[config.mk]
export PLATFORM = sky130hd
export DESIGN_NAME = cpu_bcd_store
export DESIGN_NICKNAME = d
export VERILOG_FILES = /design/src/rtl/cpu_bcd_store.sv
export SDC_FILE = /design/constraint.sdc
export NUM_CORES = 1
export LEC_CHECK = 0
export BUFFER_PORTS_ARGS = -buffer_cell sky130_fd_sc_hd__buf_2
export CAP_MARGIN = 10
export CORE_ASPECT_RATIO = 0.6
export CORE_MARGIN = 2
export CORE_UTILIZATION = 56
export CTS_CLUSTER_SIZE = 8
export DETAILED_ROUTE_END_ITERATION = 12
export PLACE_DENSITY = 0.82
export SYNTH_ARGS = -nofsm -noshare
export SYNTH_HDL_FRONTEND = slang
export SYNTH_SLANG_ARGS = --single-unit
[constraint.sdc]
create_clock -name clk -period 5.8 [get_ports clk]
set_input_delay 0.29 -clock clk [delete_from_list [all_inputs] [get_ports clk]]
set_output_delay 0.29 -clock clk [all_outputs]
set_load 0.02 [all_outputs]
[src/rtl/cpu_bcd_store.sv]
// CHIP-8 FX33 executor: converts Vx to three BCD digits and writes them to
// memory at I, I+1, I+2 through a ready/valid-style write port.

module cpu_bcd (
    input  logic [7:0] bin,
    output logic [3:0] hundreds,
    output logic [3:0] tens,
    output logic [3:0] ones
);

    logic [19:0] sh;

    // Double-dabble: add 3 to any digit >= 5 before each left shift.
    always_comb begin
        // NOTE: every always_comb variable gets a default first so no latch is inferred.
        sh = {12'd0, bin};
        for (int i = 0; i < 8; i++) begin
            if (sh[11:8]  >= 4'd5) sh[11:8]  = sh[11:8]  + 4'd3;
            if (sh[15:12] >= 4'd5) sh[15:12] = sh[15:12] + 4'd3;
            if (sh[19:16] >= 4'd5) sh[19:16] = sh[19:16] + 4'd3;
            sh = sh << 1;
        end
        hundreds = sh[19:16];
        tens     = sh[15:12];
        ones     = sh[11:8];
    end

endmodule

module cpu_bcd_store #(
    parameter int ADDR_W = 12
) (
    input  logic              clk,
    input  logic              reset_n,
    input  logic              start,
    input  logic [7:0]        vx,
    input  logic [ADDR_W-1:0] i_reg,
    output logic [ADDR_W-1:0] mem_addr,
    output logic [7:0]        mem_wdata,
    output logic              mem_we,
    input  logic              mem_ready,
    output logic              busy,
    output logic              done
);

    typedef enum logic [2:0] {
        IDLE,
        WR_H,
        WR_T,
        WR_O,
        DONE
    } state_t;

    state_t            state;
    state_t            state_nxt;
    logic [3:0]        bcd_h;
    logic [3:0]        bcd_t;
    logic [3:0]        bcd_o;
    logic [3:0]        h_q;
    logic [3:0]        t_q;
    logic [3:0]        o_q;
    logic [ADDR_W-1:0] addr_q;

    cpu_bcd u_bcd (
        .bin      (vx),
        .hundreds (bcd_h),
        .tens     (bcd_t),
        .ones     (bcd_o)
    );

    always_ff @(posedge clk) begin
        // NOTE: sequential state uses non-blocking assignments so all flops update together.
        if (!reset_n) state <= IDLE;
        else          state <= state_nxt;
    end

    // Operands are captured only on acceptance so later vx/i_reg changes cannot leak in.
    always_ff @(posedge clk) begin
        // NOTE: these are plain registers, not a memory, so clearing them on reset is cheap and required.
        if (!reset_n) begin
            h_q    <= '0;
            t_q    <= '0;
            o_q    <= '0;
            addr_q <= '0;
        end else if (state == IDLE && start) begin
            h_q    <= bcd_h;
            t_q    <= bcd_t;
            o_q    <= bcd_o;
            addr_q <= i_reg;
        end
    end

    always_comb begin
        state_nxt = state;
        case (state)
            IDLE:    if (start)     state_nxt = WR_H;
            WR_H:    if (mem_ready) state_nxt = WR_T;
            WR_T:    if (mem_ready) state_nxt = WR_O;
            WR_O:    if (mem_ready) state_nxt = DONE;
            DONE:                   state_nxt = IDLE;
            default:                state_nxt = IDLE;
        endcase
    end

    // Outputs depend only on state and captured registers, never on inputs directly.
    always_comb begin
        mem_addr  = '0;
        mem_wdata = '0;
        mem_we    = 1'b0;
        busy      = 1'b1;
        done      = 1'b0;
        case (state)
            IDLE: busy = 1'b0;
            WR_H: begin
                mem_we    = 1'b1;
                mem_addr  = addr_q;
                mem_wdata = {4'd0, h_q};
            end
            WR_T: begin
                mem_we    = 1'b1;
                mem_addr  = addr_q + ADDR_W'(1);
                mem_wdata = {4'd0, t_q};
            end
            WR_O: begin
                mem_we    = 1'b1;
                mem_addr  = addr_q + ADDR_W'(2);
                mem_wdata = {4'd0, o_q};
            end
            DONE:    done = 1'b1;
            default: busy = 1'b0;
        endcase
    end

endmodule

After elaboration in Yosys (flattened, before gate mapping)

Cells that the tools add are included.

Register bits: 27
Input port bits: 24
Word-level logic and storage cells: 84

$add $sub $neg: 20
Order comparisons: 18
Equality and inequality tests: 8
Multiplexer cells: 28
Reduce and logical (&&, ||, !) cells: 5

Operator list:

| kind                                                 | count |
|---|---|
| >= comparator 4 x 3 -> 1 bit (second input constant) | 15 |
| two-way mux 4 bit                                    | 12 |
| adder 4 x 2 -> 4 bit (second input constant)         | 11 |
| one-hot mux 12 bit (3 select lines)                  | 1 |
| two-way mux 3 bit                                    | 10 |
| adder 12 x 1 -> 12 bit (second input constant)       | 1 |
| adder 12 x 2 -> 12 bit (second input constant)       | 1 |
| adder 3 x 2 -> 3 bit (second input constant)         | 4 |
| one-hot mux 3 bit (4 select lines)                   | 1 |
| one-hot mux 4 bit (3 select lines)                   | 1 |
| inequality test 2 bit (second input constant)        | 4 |
| adder 1 x 2 -> 3 bit (second input constant)         | 2 |
| equality test 3 x 2 -> 1 bit (second input constant) | 2 |
| >= comparator 1 x 3 -> 1 bit (second input constant) | 2 |
| AND reduction 4 bit                                  | 1 |
| OR reduction 4 bit                                   | 1 |
| adder 1 x 2 -> 3 bit (both inputs constant)          | 1 |
| equality test 3 x 1 -> 1 bit (second input constant) | 1 |
| equality test 3 bit (second input constant)          | 1 |
| >= comparator 1 x 3 -> 1 bit (both inputs constant)  | 1 |
| zero test 3 bit                                      | 1 |
| two-way mux 1 bit                                    | 3 |
| OR reduction 3 bit                                   | 1 |
| logical AND 1 bit                                    | 1 |

Depth between registers and ports, before layout

Gate-level depths: netlist of the first run.

Depth in word-level cells: 14
Mapped depth: 23
Mapped depth without buffers: 22

Hierarchy

From an unflattened synthesis of the first run, not the netlist that was laid out.

Cell total of the unflattened synthesis: 348
Area total of the unflattened synthesis: 2,548.7 sq um

Modules (own cells, without submodules):

| module        | instances | cells an instance | area an instance (sq um) |
|---|---|---|---|
| cpu_bcd_store | 1         | 214               | 1,579.0 |
| cpu_bcd       | 1         | 134               | 969.7 |

Worst setup path before layout of the first run

No wires, ideal clock.

Path type: in2reg
Start: input port vx[5]
End: register o_q[1]
Library setup time: 0.124 ns
Arrival: 4.198 ns
Data required time: 5.676 ns
Path slack: 1.478 ns
Cell stages on the path: 22
Buffers on the path: 2
Path through: inv_1 -> ha_1 -> inv_1 -> ha_1 -> a21o_2 -> xnor2_1 -> ha_1 -> buf_4 -> nor2b_1 -> a211oi_1 -> o221ai_1 -> ha_1 -> nor2b_1 -> a222oi_1 -> o32ai_1 -> nor4_2 -> or2_1 -> buf_4 -> nor2_1 -> a21o_1 -> a221oi_1 -> a21oi_1

Longest elaborated chain between the ends: 10
Elaborated cells on any way between the ends: 14
Those cells by class: add/sub: 4; order compare: 5; mux: 5

RTL lines:

| item                                                                        | line | RTL |
|---|---|---|
| start: declaration                                                          | 36   | `input logic [7:0] vx,` |
| adder 4 x 2 -> 4 bit / >= comparator 4 x 3 -> 1 bit (equally long branches) | 18   | `if (sh[11:8] >= 4'd5) sh[11:8] = sh[11:8] + 4'd3;` |
| two-way mux 4 bit (*)                                                       | 18   |  |
| adder 4 x 2 -> 4 bit / >= comparator 4 x 3 -> 1 bit (equally long branches) | 18   |  |
| two-way mux 4 bit (*)                                                       | 18   |  |
| adder 4 x 2 -> 4 bit / >= comparator 4 x 3 -> 1 bit (equally long branches) | 18   |  |
| two-way mux 4 bit (*)                                                       | 18   |  |
| >= comparator 4 x 3 -> 1 bit / adder 4 x 2 -> 4 bit (equally long branches) | 18   |  |
| two-way mux 4 bit (*)                                                       | 18   |  |
| >= comparator 4 x 3 -> 1 bit (*)                                            | 18   |  |
| two-way mux 4 bit (*)                                                       | 18   |  |
| end signal: assignment                                                      | 88   | `o_q <= bcd_o;` |
| end: declaration                                                            | 61   | `logic [3:0] o_q;` |

Every way passes the cells marked *; elsewhere a longest branch is shown, timed or not.
A chain may end at the register's enable or synchronous reset.

Final worst setup path of the first run

Start: input port vx[5]
End: register h_q[0]

Longest elaborated chain between the ends: 10
Elaborated cells on any way between the ends: 24
Those cells by class: add/sub: 8; order compare: 8; mux: 8

RTL lines:

| item                                                                        | line   | RTL |
|---|---|---|
| adder 4 x 2 -> 4 bit / >= comparator 4 x 3 -> 1 bit (equally long branches) | 18     |  |
| two-way mux 4 bit (*)                                                       | 18     |  |
| adder 4 x 2 -> 4 bit (tied with other cells)                                | 18     |  |
| two-way mux 4 bit, on equally long branches                                 | 18, 19 |  |
| adder 4 x 2 -> 4 bit (tied with other cells)                                | 18     |  |
| two-way mux 4 bit, on equally long branches                                 | 18, 19 |  |
| adder 4 x 2 -> 4 bit (tied with other cells)                                | 18     |  |
| two-way mux 4 bit, on equally long branches                                 | 18, 19 |  |
| adder 4 x 2 -> 4 bit / >= comparator 4 x 3 -> 1 bit (equally long branches) | 19     | `if (sh[15:12] >= 4'd5) sh[15:12] = sh[15:12] + 4'd3;` |
| two-way mux 4 bit (*)                                                       | 19     |  |
| end signal: assignment                                                      | 86     | `h_q <= bcd_h;` |
| end: declaration                                                            | 59     | `logic [3:0] h_q;` |

Marks and branches as above.

==> out/metrics.cfg, run 1 <==
[critical_path]
startpoint_type = input port
required_ns = 5.96
arrival_ns = 5.07
worst-setup-path-type = in2reg
rr_worst_depth = 4
cp_max_fo = 10
end_kind = register
reg2reg_slack_ns = 3.36
reg2reg_to = o_q[1]$_SDFFE_PN0P_
r2r-start = state[1]$_SDFFE_PN0P_
startpoint = vx[5]
endpoint = h_q[0]$_SDFFE_PN0P_

[power]
p_per_area_mw_per_mm2 = 233
leakage_nw = 1.09
ir_worst_vdd_uv = 148

[flow_run]
maxCapViolations = 0

[sta]
tns_ns = 0
finalCritPeriodShare_pct = 84.6
finClkSkew_ns = 0.00706
clock.fmax_ghz = 0.204
setup_viol = 0
rsz0062_at_grt = no
relSlewSlack_pct = 35.9
worstMarginPinSlew_ns = 0.961
slew_violations = 0
hold_violations = 0
period_needed_ns = 4.91

[floorplan]
num_rows = 18
design.die.area_mm2 = 0.00491
die_h_um = 55.1
start_util_pct = 58.8
num_io_pins = 47
design.core.area_mm2 = 0.00414
die_w_um = 89.1

[synthesis]
ys.flop_type = dfxtp_1
seq_area_frac_synth_pct = 20.6
synth.distinct_cells = 67
syn-instance-count = 337
synthesis.area_mm2 = 0.00243
ys_warn_count = 0
async_reset_ff_share_pct = 0
synth_area_per_cell_um2 = 7.23
synth-seq-cells = 25
synth-edff-count = 0

[clocking]
cts_resized = 0
cts_max_level = 1
cts_root_buf = clkbuf_8
cts_setup_buffers = 0
cts_tree = yes
clock_path_buffers = 2
cts_hold_buf = 0
cts.sinks = 25
worst_skew_pair.late_latency_ns = 0.27
cts_buffers = 3
clk_pin_slew_ns = 0.09

[run_status]
status = completed

[route]
drt-total-wl_um = 5840
drt-vias-per-instance = 5.73
drtAntennaViolNets = 0
wl_per_cell_um = 13.8
drt-pass1-iter-count = 5
drt_iter0_markers = 146
drcViolationCount = 0
vias = 2424

[min_path]
min_path_type = in2reg

[layout]
drive_above_1_share_pct = 19.8
diodes = 0
nets = 399
fin_area_mm2 = 0.00268
area_growth_pct = 10.1

[placed_design]
portBuffers = 42
hpwl_um = 4370
place_area_mm2 = 0.00264
gp_congestion = 0.927

[global_routing]
grt_pass1_vias = 2044
grt_usage_pct = 25.1
antenna_found_initial = 0
grt_pass1_wl_um = 9570
grt_max_degree = 31
grt.overflow.total = 0

## state kept, by name (all words and copies together), names as in the netlist
name	count
t_q	4
addr_q	12
state	3
h_q	2
o_q	4
## synth_stat cells, types with 2 or more instances
master    number  area, um2
xor2_1         3       26.3
nor3_1         8       40.0
a211oi_1       2       15.0
buf_4          6       45.0
nor2_2         3       18.8
nor4_1         2       12.5
nand2_1       48        180
mux2i_1        5       50.1
nand3_1       14       70.1
nand2b_1       6       37.5
a31oi_2        2       25.0
nor2b_1        6       37.5
a22o_1         2       17.5
a21o_1         4       30.0
nor2_1        34        128
buf_1          2       7.51
o21bai_1       2       15.0
or3_1          2       12.5
ha_1          11        138
a21boi_0      14        105
nand4_1        2       12.5
dfxtp_1       25        500
clkbuf_1      16       60.1
o211ai_1       4       30.0
xnor2_1        8       70.1
o21ai_1        2       10.0
inv_1          9       33.8
a31oi_1        8       50.1
o21ai_0       19       95.1
o221ai_1       2       17.5
nor3b_1        4       30.0
and3_1         2       12.5
mux2_2         4       45.0
a21oi_1       22        110
nand3b_1       2       15.0
## report_power, final
group / internal, mW / switching [mW]
clock: 0.0492 / 0.0551
combinational: 0.124 / 0.186
sequential: 0.188 / 0.0222
total: 0.361 / 0.263
## per-layer routing
layer  track usage, %  routed length (um)
met1             38.4                3070
met4             4.23                  33
met5                0                   0
met2             36.5                2320
met3             5.04                 423
## metrics by stage
stage / std cells / hold slack [ns] / total power, mW / util [%] / setup slack (ns)
finish: 423 / 0.254 / 0.624 / 64.7 / 0.891
global route: 423 / 0.266 / 0.669 / 64.7 / 0.496
CTS: 423 / 0.250 / 0.621 / 64.7 / 0.951
detailed placement: 419 / 0.461 / 0.516 / 63.6 / 0.664
global placement: 419 / 0.453 / 0.506 / 63.6 / 0.879
floorplan: 340 / 0.428 / 0.455 / - / 1.48
## kinds of logic after synthesis
family	count (synthesis)	synth area share [%]
xor gates and xnor gates	13	5.29
muxes	10	4.83
adders and majority gates	11	5.65
DFF	25	20.6
and+or+nand+nor	141	28.4
other	1	0.154
buffers and inverters	34	6.22
AOI/OAI and AO/OA	102	28.9
## critical path, cell delays in order
cell      delay [ns]
buf_2           0.13
inv_1           0.08
ha_1            0.14
inv_1           0.04
ha_1            0.24
a21o_2          0.25
xnor2_1         0.32
ha_1            0.42
nor2b_1         0.25
a211oi_1        0.11
o221ai_1        0.38
ha_1            0.28
nand2b_1        0.15
nand2_1         0.15
mux2i_4         0.11
nand2b_1        0.21
ha_1            0.24
a21oi_1         0.39
nor2_1          0.12
a21oi_1         0.31
a21boi_2        0.23
xnor2_1         0.13
a21oi_1         0.08
## worst min-delay path by stage
stage	cells past startpoint	endpoint	slack [ns]	start
6_report	3	addr_q[9]$_SDFFE_PN0P_	0.25	i_reg[9]
5_1_grt	3	addr_q[9]$_SDFFE_PN0P_	0.27	i_reg[9]
2_1_floorplan	2	t_q[1]$_SDFFE_PN0P_	0.43	reset_n
3_5_place_dp	2	h_q[1]$_SDFFE_PN0P_	0.46	h_q[1]$_SDFFE_PN0P_
4_1_cts	3	addr_q[9]$_SDFFE_PN0P_	0.25	i_reg[9]
3_3_place_gp	2	t_q[0]$_SDFFE_PN0P_	0.45	t_q[0]$_SDFFE_PN0P_
## layout by cell type (no fill, tap or decap), drive strengths merged, types with 5 or more instances in the layout
master,count
a21o,5
mux2i,6
dfxtp,25
nor2b,6
nor2,37
ha,11
nand2b,6
inv,9
nand2,48
o21ai,21
a21oi,22
nor3,9
a31oi,10
buf,44
nand3,14
xnor2,9
a21boi,16
## layout make-up
| type | instances | area, um2 |
|---|---|---|
| Clock buffer | 4 | 45.0 |
| Fill cell | 389 | 1460 |
| Inverter | 9 | 33.8 |
| Multi-Input combinational cell | 281 | 1800 |
| Sequential cell | 25 | 500 |
| Tap cell | 60 | 75.1 |
| Timing Repair Buffer | 44 | 225 |
Power figures use the tool's default switching activity.
==> inputs of run 2 (changes only) <==
clock period = 5.1 ns   (was 5.8 ns; I/O delays follow)
==> run 2 against run 1 <==
Clock power increased by 14%. Global-route usage fell by 0.32 points. Utilization grew 0.48 points. Total power is 15% higher. Register-to-register slack got worse by 0.68 ns. First-iteration DRC count increased by 21%. Die area unchanged. Critical path depth unchanged. Clock skew fell by 0.0043 ns. Sequential power up 14%. Flip-flop and latch count did not move. Critical endpoint unchanged. Highest routed layer unchanged.
==> out/metrics.cfg, run 2 (synthesized netlist as in run 1, its figures left out) <==
[power]
p_per_area_mw_per_mm2 = 265
leakage_nw = 1.11
ir_worst_vdd_uv = 169

[floorplan]
num_io_pins = 47
die_w_um = 89.1
design.die.area_mm2 = 0.00491
design.core.area_mm2 = 0.00414
start_util_pct = 58.8
num_rows = 18
die_h_um = 55.1

[run_status]
status = completed

[clocking]
cts_buffers = 3
worst_skew_pair.late_latency_ns = 0.27
cts.sinks = 25
cts_tree = yes
clk_pin_slew_ns = 0.09
cts_hold_buf = 0
clock_path_buffers = 2
cts_root_buf = clkbuf_8
cts_max_level = 1

[critical_path]
worst-setup-path-type = in2reg
startpoint_type = input port
reg2reg_slack_ns = 2.68
end_kind = register
required_ns = 5.26
arrival_ns = 4.72
cp_max_fo = 5

[placed_design]
dp_cells = 420
place_area_mm2 = 0.00264
portBuffers = 42
post-place-ws_ns = 0.199
gp_congestion = 0.901
hpwl_um = 4450

[route]
wl_per_cell_um = 13.9
drtAntennaViolNets = 0
vias = 2470
drt-vias-per-instance = 5.81
drcViolationCount = 0
drt_iter0_markers = 177
drt-total-wl_um = 5890
drt-pass1-iter-count = 4

[layout]
drive_above_1_share_pct = 20.5
instances_no_fill = 425
final_cell_mix = 48 x nand2_1, 42 x buf_2, 34 x nor2_1
area_growth_pct = 10.9
reg_top3 = addr_q (12), o_q (4), t_q (4)
n_fill_cell = 404
largest_register_ffs = 12
fin_area_mm2 = 0.00270
top_register = addr_q
diodes = 0
layout_commonest_cell = nand2_1
nets = 401

[global_routing]
grt_pass1_vias = 2042
grt_pass1_wl_um = 9470
grt.overflow.total = 0
grt_max_degree = 31
antenna_found_initial = 0
grt_usage_pct = 24.8

[sta]
worstMarginPinSlew_ns = 0.931
fin_ws_ns = 0.539
slew_violations = 0
setup_viol = 0
finalCritPeriodShare_pct = 89.4
hold_violations = 0
finClkSkew_ns = 0.00275
tns_ns = 0
relSlewSlack_pct = 37.8
rsz0062_at_grt = no
period_needed_ns = 4.56
clock.fmax_ghz = 0.219

[min_path]
min_path_type = in2reg

[flow_run]
maxCapViolations = 0

[run 2: where the power goes]
part | total [mW] | internal [mW] | switching [mW]
Combinational | 0.356 | 0.146 | 0.210
Sequential | 0.240 | 0.214 | 0.0261
Clock | 0.119 | 0.0559 | 0.0628
Total | 0.715 | 0.416 | 0.299
[run 2: final timing paths]
check | from | endpoint | depth (start not counted)
worst min register to register | o_q[0]$_SDFFE_PN0P_ | o_q[0]$_SDFFE_PN0P_ | 2
worst max-delay path | vx[5] | h_q[0]$_SDFFE_PN0P_ | 23
worst min-delay path | i_reg[9] | addr_q[9]$_SDFFE_PN0P_ | 3
worst max register to register | state[1]$_SDFFE_PN0P_ | o_q[1]$_SDFFE_PN0P_ | 4
[run 2: what timing repair did]
| item | 4_1_cts | 5_1_grt |
|---|---|---|
| gates resized for setup | 0 | 1 |
| setup buffers | 0 | 1 |
| setup endpoints to repair | 0 | 1 |
[run 2: layout make-up]
| class | count | area [um2] | share of cell area, % |
|---|---|---|---|
| sequential | 25 | 500 | 18.5 |
| inverter | 9 | 33.8 | 1.25 |
| clock buffer | 4 | 45.0 | 1.67 |
| multi-input combinational | 281 | 1810 | 66.9 |
| timing repair buffer | 46 | 240 | 8.90 |
| tap | 60 | 75.1 | 2.78 |
[run 2: metal layers]
metal / up-vias / part of all wire [%] / track usage [%]
li1: 1270 / - / -
met2: 81 / 41 / 37.4
met1: 1115 / 52 / 38.0
met5: - / 0 / 0
met4: 0 / 0.58 / 3.23
met3: 4 / 6.9 / 3.71
[run 2: stage by stage]
step / util (%) / total power, mW / hold slack, ns
floorplan: - / 0.518 / 0.393
global placement: 63.8 / 0.576 / 0.450
detailed placement: 63.8 / 0.586 / 0.458
CTS: 64.9 / 0.704 / 0.227
global route: 65.2 / 0.766 / 0.235
finish: 65.2 / 0.715 / 0.224
[run 2: critical path: stages]
cell	delay [ns]
buf_2	0.13
inv_1	0.08
ha_1	0.14
inv_1	0.04
ha_1	0.24
a21o_2	0.26
xnor2_1	0.31
ha_1	0.23
nor2b_1	0.23
a211oi_2	0.08
o221ai_1	0.35
ha_1	0.28
nand2b_1	0.14
nand2_1	0.14
mux2i_4	0.10
nand2b_1	0.21
ha_1	0.24
a21oi_1	0.42
nor2_1	0.12
a21oi_1	0.29
a21boi_2	0.22
xnor2_1	0.12
a21oi_1	0.08
==> inputs of run 3 (changes only) <==
ABC_AREA = 1   (was default)
CAP_MARGIN = default   (was 10)
CORE_UTILIZATION = 60   (was 56)
PLACE_DENSITY = 0.87   (was 0.82)
clock period = 5.75 ns   (was 5.1 ns; I/O delays follow)
==> run 3 against run 2 <==
Total power up 32%. Die area down 13%. Critical path depth up 12. Hold slack better by 0.026 ns. Cell count up 5.6%.
==> out/metrics.cfg, run 3 <==
[run_status]
status = completed

[clocking]
cts.sinks = 25
cts_max_level = 1
cts_root_buf = clkbuf_8
clk_pin_slew_ns = 0.09
cts_buffers = 3
cts_setup_buffers = 0
cts_resized = 0
worst_skew_pair.late_latency_ns = 0.27
cts_hold_buf = 0
cts_tree = yes
clock_path_buffers = 2

[layout]
top_register = addr_q
multiInputGateArea_mm2 = 0.00145
reg_top3 = addr_q (12), o_q (4), t_q (4)
nets = 438
area_growth_pct = 12.3
instances_no_fill = 449
drive_above_1_share_pct = 20.9
diodes = 0
n_fill_cell = 349
layout_commonest_cell = nand2_1
largest_register_ffs = 12
seq_area_um2 = 500
final_cell_mix = 72 x nand2_1, 63 x inv_1, 42 x buf_2

[route]
drt-total-wl_um = 5820
wl_per_cell_um = 13.0
drcViolationCount = 0
drt-pass1-iter-count = 5
drt_iter0_markers = 257
vias = 2491
drt-vias-per-instance = 5.55
drtAntennaViolNets = 0

[critical_path]
r2r-start = state[0]$_SDFFE_PN0P_
worst-setup-path-type = in2reg
critPathMaxStageDelay_ns = 0.29
rr_worst_depth = 6
startpoint_type = input port
reg2reg_slack_ns = 3.91
end_kind = register
arrival_ns = 4.20
required_ns = 5.93
critPathSlowestCell = or2_2
reg2reg_to = state[2]$_SDFFE_PN0P_
cp_max_fo = 4

[synthesis]
yosys.area.top_type = dfxtp_1
synth.area.top_cells = dfxtp_1 22%, nand2_1 12%, inv_1 11%
yosysMostFrequentCell = nand2_1
synth-edff-count = 0
synth-seq-cells = 25
synthesis.area_mm2 = 0.00225
synth_area_per_cell_um2 = 6.19
seq_area_frac_synth_pct = 22.3
synth.distinct_cells = 40
ys_warn_count = 0
syn-instance-count = 363
synth.top_cell.area_share_pct = 22.3
ys.flop_type = dfxtp_1
synth.top_cells.by_count = 72 x nand2_1, 63 x inv_1, 32 x a21oi_1, 29 x nand3_1, 27 x o21ai_0
async_reset_ff_share_pct = 0

[floorplan]
num_io_pins = 47
die_h_um = 51.4
num_rows = 17
design.die.area_mm2 = 0.00426
die_w_um = 83.0
start_util_pct = 61.7
design.core.area_mm2 = 0.00364

[power]
p_per_area_mw_per_mm2 = 375
ir_worst_vdd_uv = 272
leakage_nw = 1.28

[global_routing]
grt_usage_pct = 27.3
grt.overflow.total = 0
grt_pass1_wl_um = 9430
grt_pass1_vias = 2080
grt_max_degree = 33
antenna_found_initial = 0

[min_path]
min_to = o_q[0]$_SDFFE_PN0P_
min_from = vx[0]
whs_path_depth = 3
min_path_type = in2reg

[sta]
finalCritPeriodShare_pct = 69.9
finClkSkew_ns = 0.00389
worstMarginPinSlew_ns = 0.763
rsz0062_at_grt = no
tns_ns = 0
setup_viol = 0
slew_violations = 0
relSlewSlack_pct = 48.9
period_needed_ns = 4.02
clock.fmax_ghz = 0.249
hold_violations = 0

[flow_run]
maxCapViolations = 0

[placed_design]
gp_congestion = 0.972
hpwl_um = 4570
portBuffers = 42
dp_cells = 445

## run 3: cell count changes after synthesis, sizes merged, moves of 5 or more
cell,change
a21boi,-16
nand3,+21
a21o,-5
mux2i,-6
clkbuf,-10
xnor2,-9
nor2b,-6
nor2,-19
o21ai,+11
a31oi,-10
nand2,+45
inv,+58
nand2b,-6
a21oi,+12
## run 3: cells by family after synthesis
family          after synthesis  share of synthesized area (%)
simple gates                160                           34.3
other cells                   1                          0.167
fa+ha+maj                    11                           6.13
buf+inv                      78                           13.8
flops                        25                           22.3
compound gates               88                           23.4
## run 3: final cells by class
| type | count | share of cell area (%) |
|---|---|---|
| clock buffer | 4 | 1.79 |
| inverter | 67 | 9.98 |
| multi-input combinational | 263 | 57.4 |
| sequential | 25 | 19.9 |
| tap | 47 | 2.33 |
| timing repair buffer | 43 | 8.64 |
## run 3: layer usage
metal,global-route usage (%),up-vias,routed length [um]
met1,41.4,1112,2970
met4,3.83,0,25
met5,0,-,0
li1,-,1268,-
met3,5.33,4,495
met2,40.6,107,2320
## run 3: how the worst max path moves through the flow
stage / start / to
after floorplan: vx[6] / h_q[0]$_SDFFE_PN0P_
after global placement: vx[5] / h_q[0]$_SDFFE_PN0P_
after detailed placement: vx[5] / h_q[0]$_SDFFE_PN0P_
after CTS: vx[5] / h_q[0]$_SDFFE_PN0P_
after global routing: vx[5] / h_q[0]$_SDFFE_PN0P_
final: vx[5] / h_q[0]$_SDFFE_PN0P_
## run 3: power breakdown
part           internal, mW  total (mW)  switching (mW)
clock network        0.0497       0.108          0.0580
registers             0.224       0.265          0.0403
logic                 0.178       0.572           0.394
## run 3: worst max-delay path: cells and delay by family
family,cells,cell delay (ns)
buffers and inverters,10,0.67
and+or+nand+nor,17,1.88
adders and majority gates,5,0.97
AOI/OAI and AO/OA,3,0.39
## run 3: stage by stage
stage	hold slack [ns]	area, um2	setup slack, ns	utilization [%]	total power [mW]
finish	0.251	2520	1.73	69.3	0.945
global route	0.252	2520	1.30	69.3	1.02
CTS	0.256	2520	1.76	69.3	0.930
detailed placement	0.469	2480	1.47	68.1	0.824
global placement	0.456	2480	1.66	68.1	0.809
floorplan	0.426	2260	1.96	-	0.682
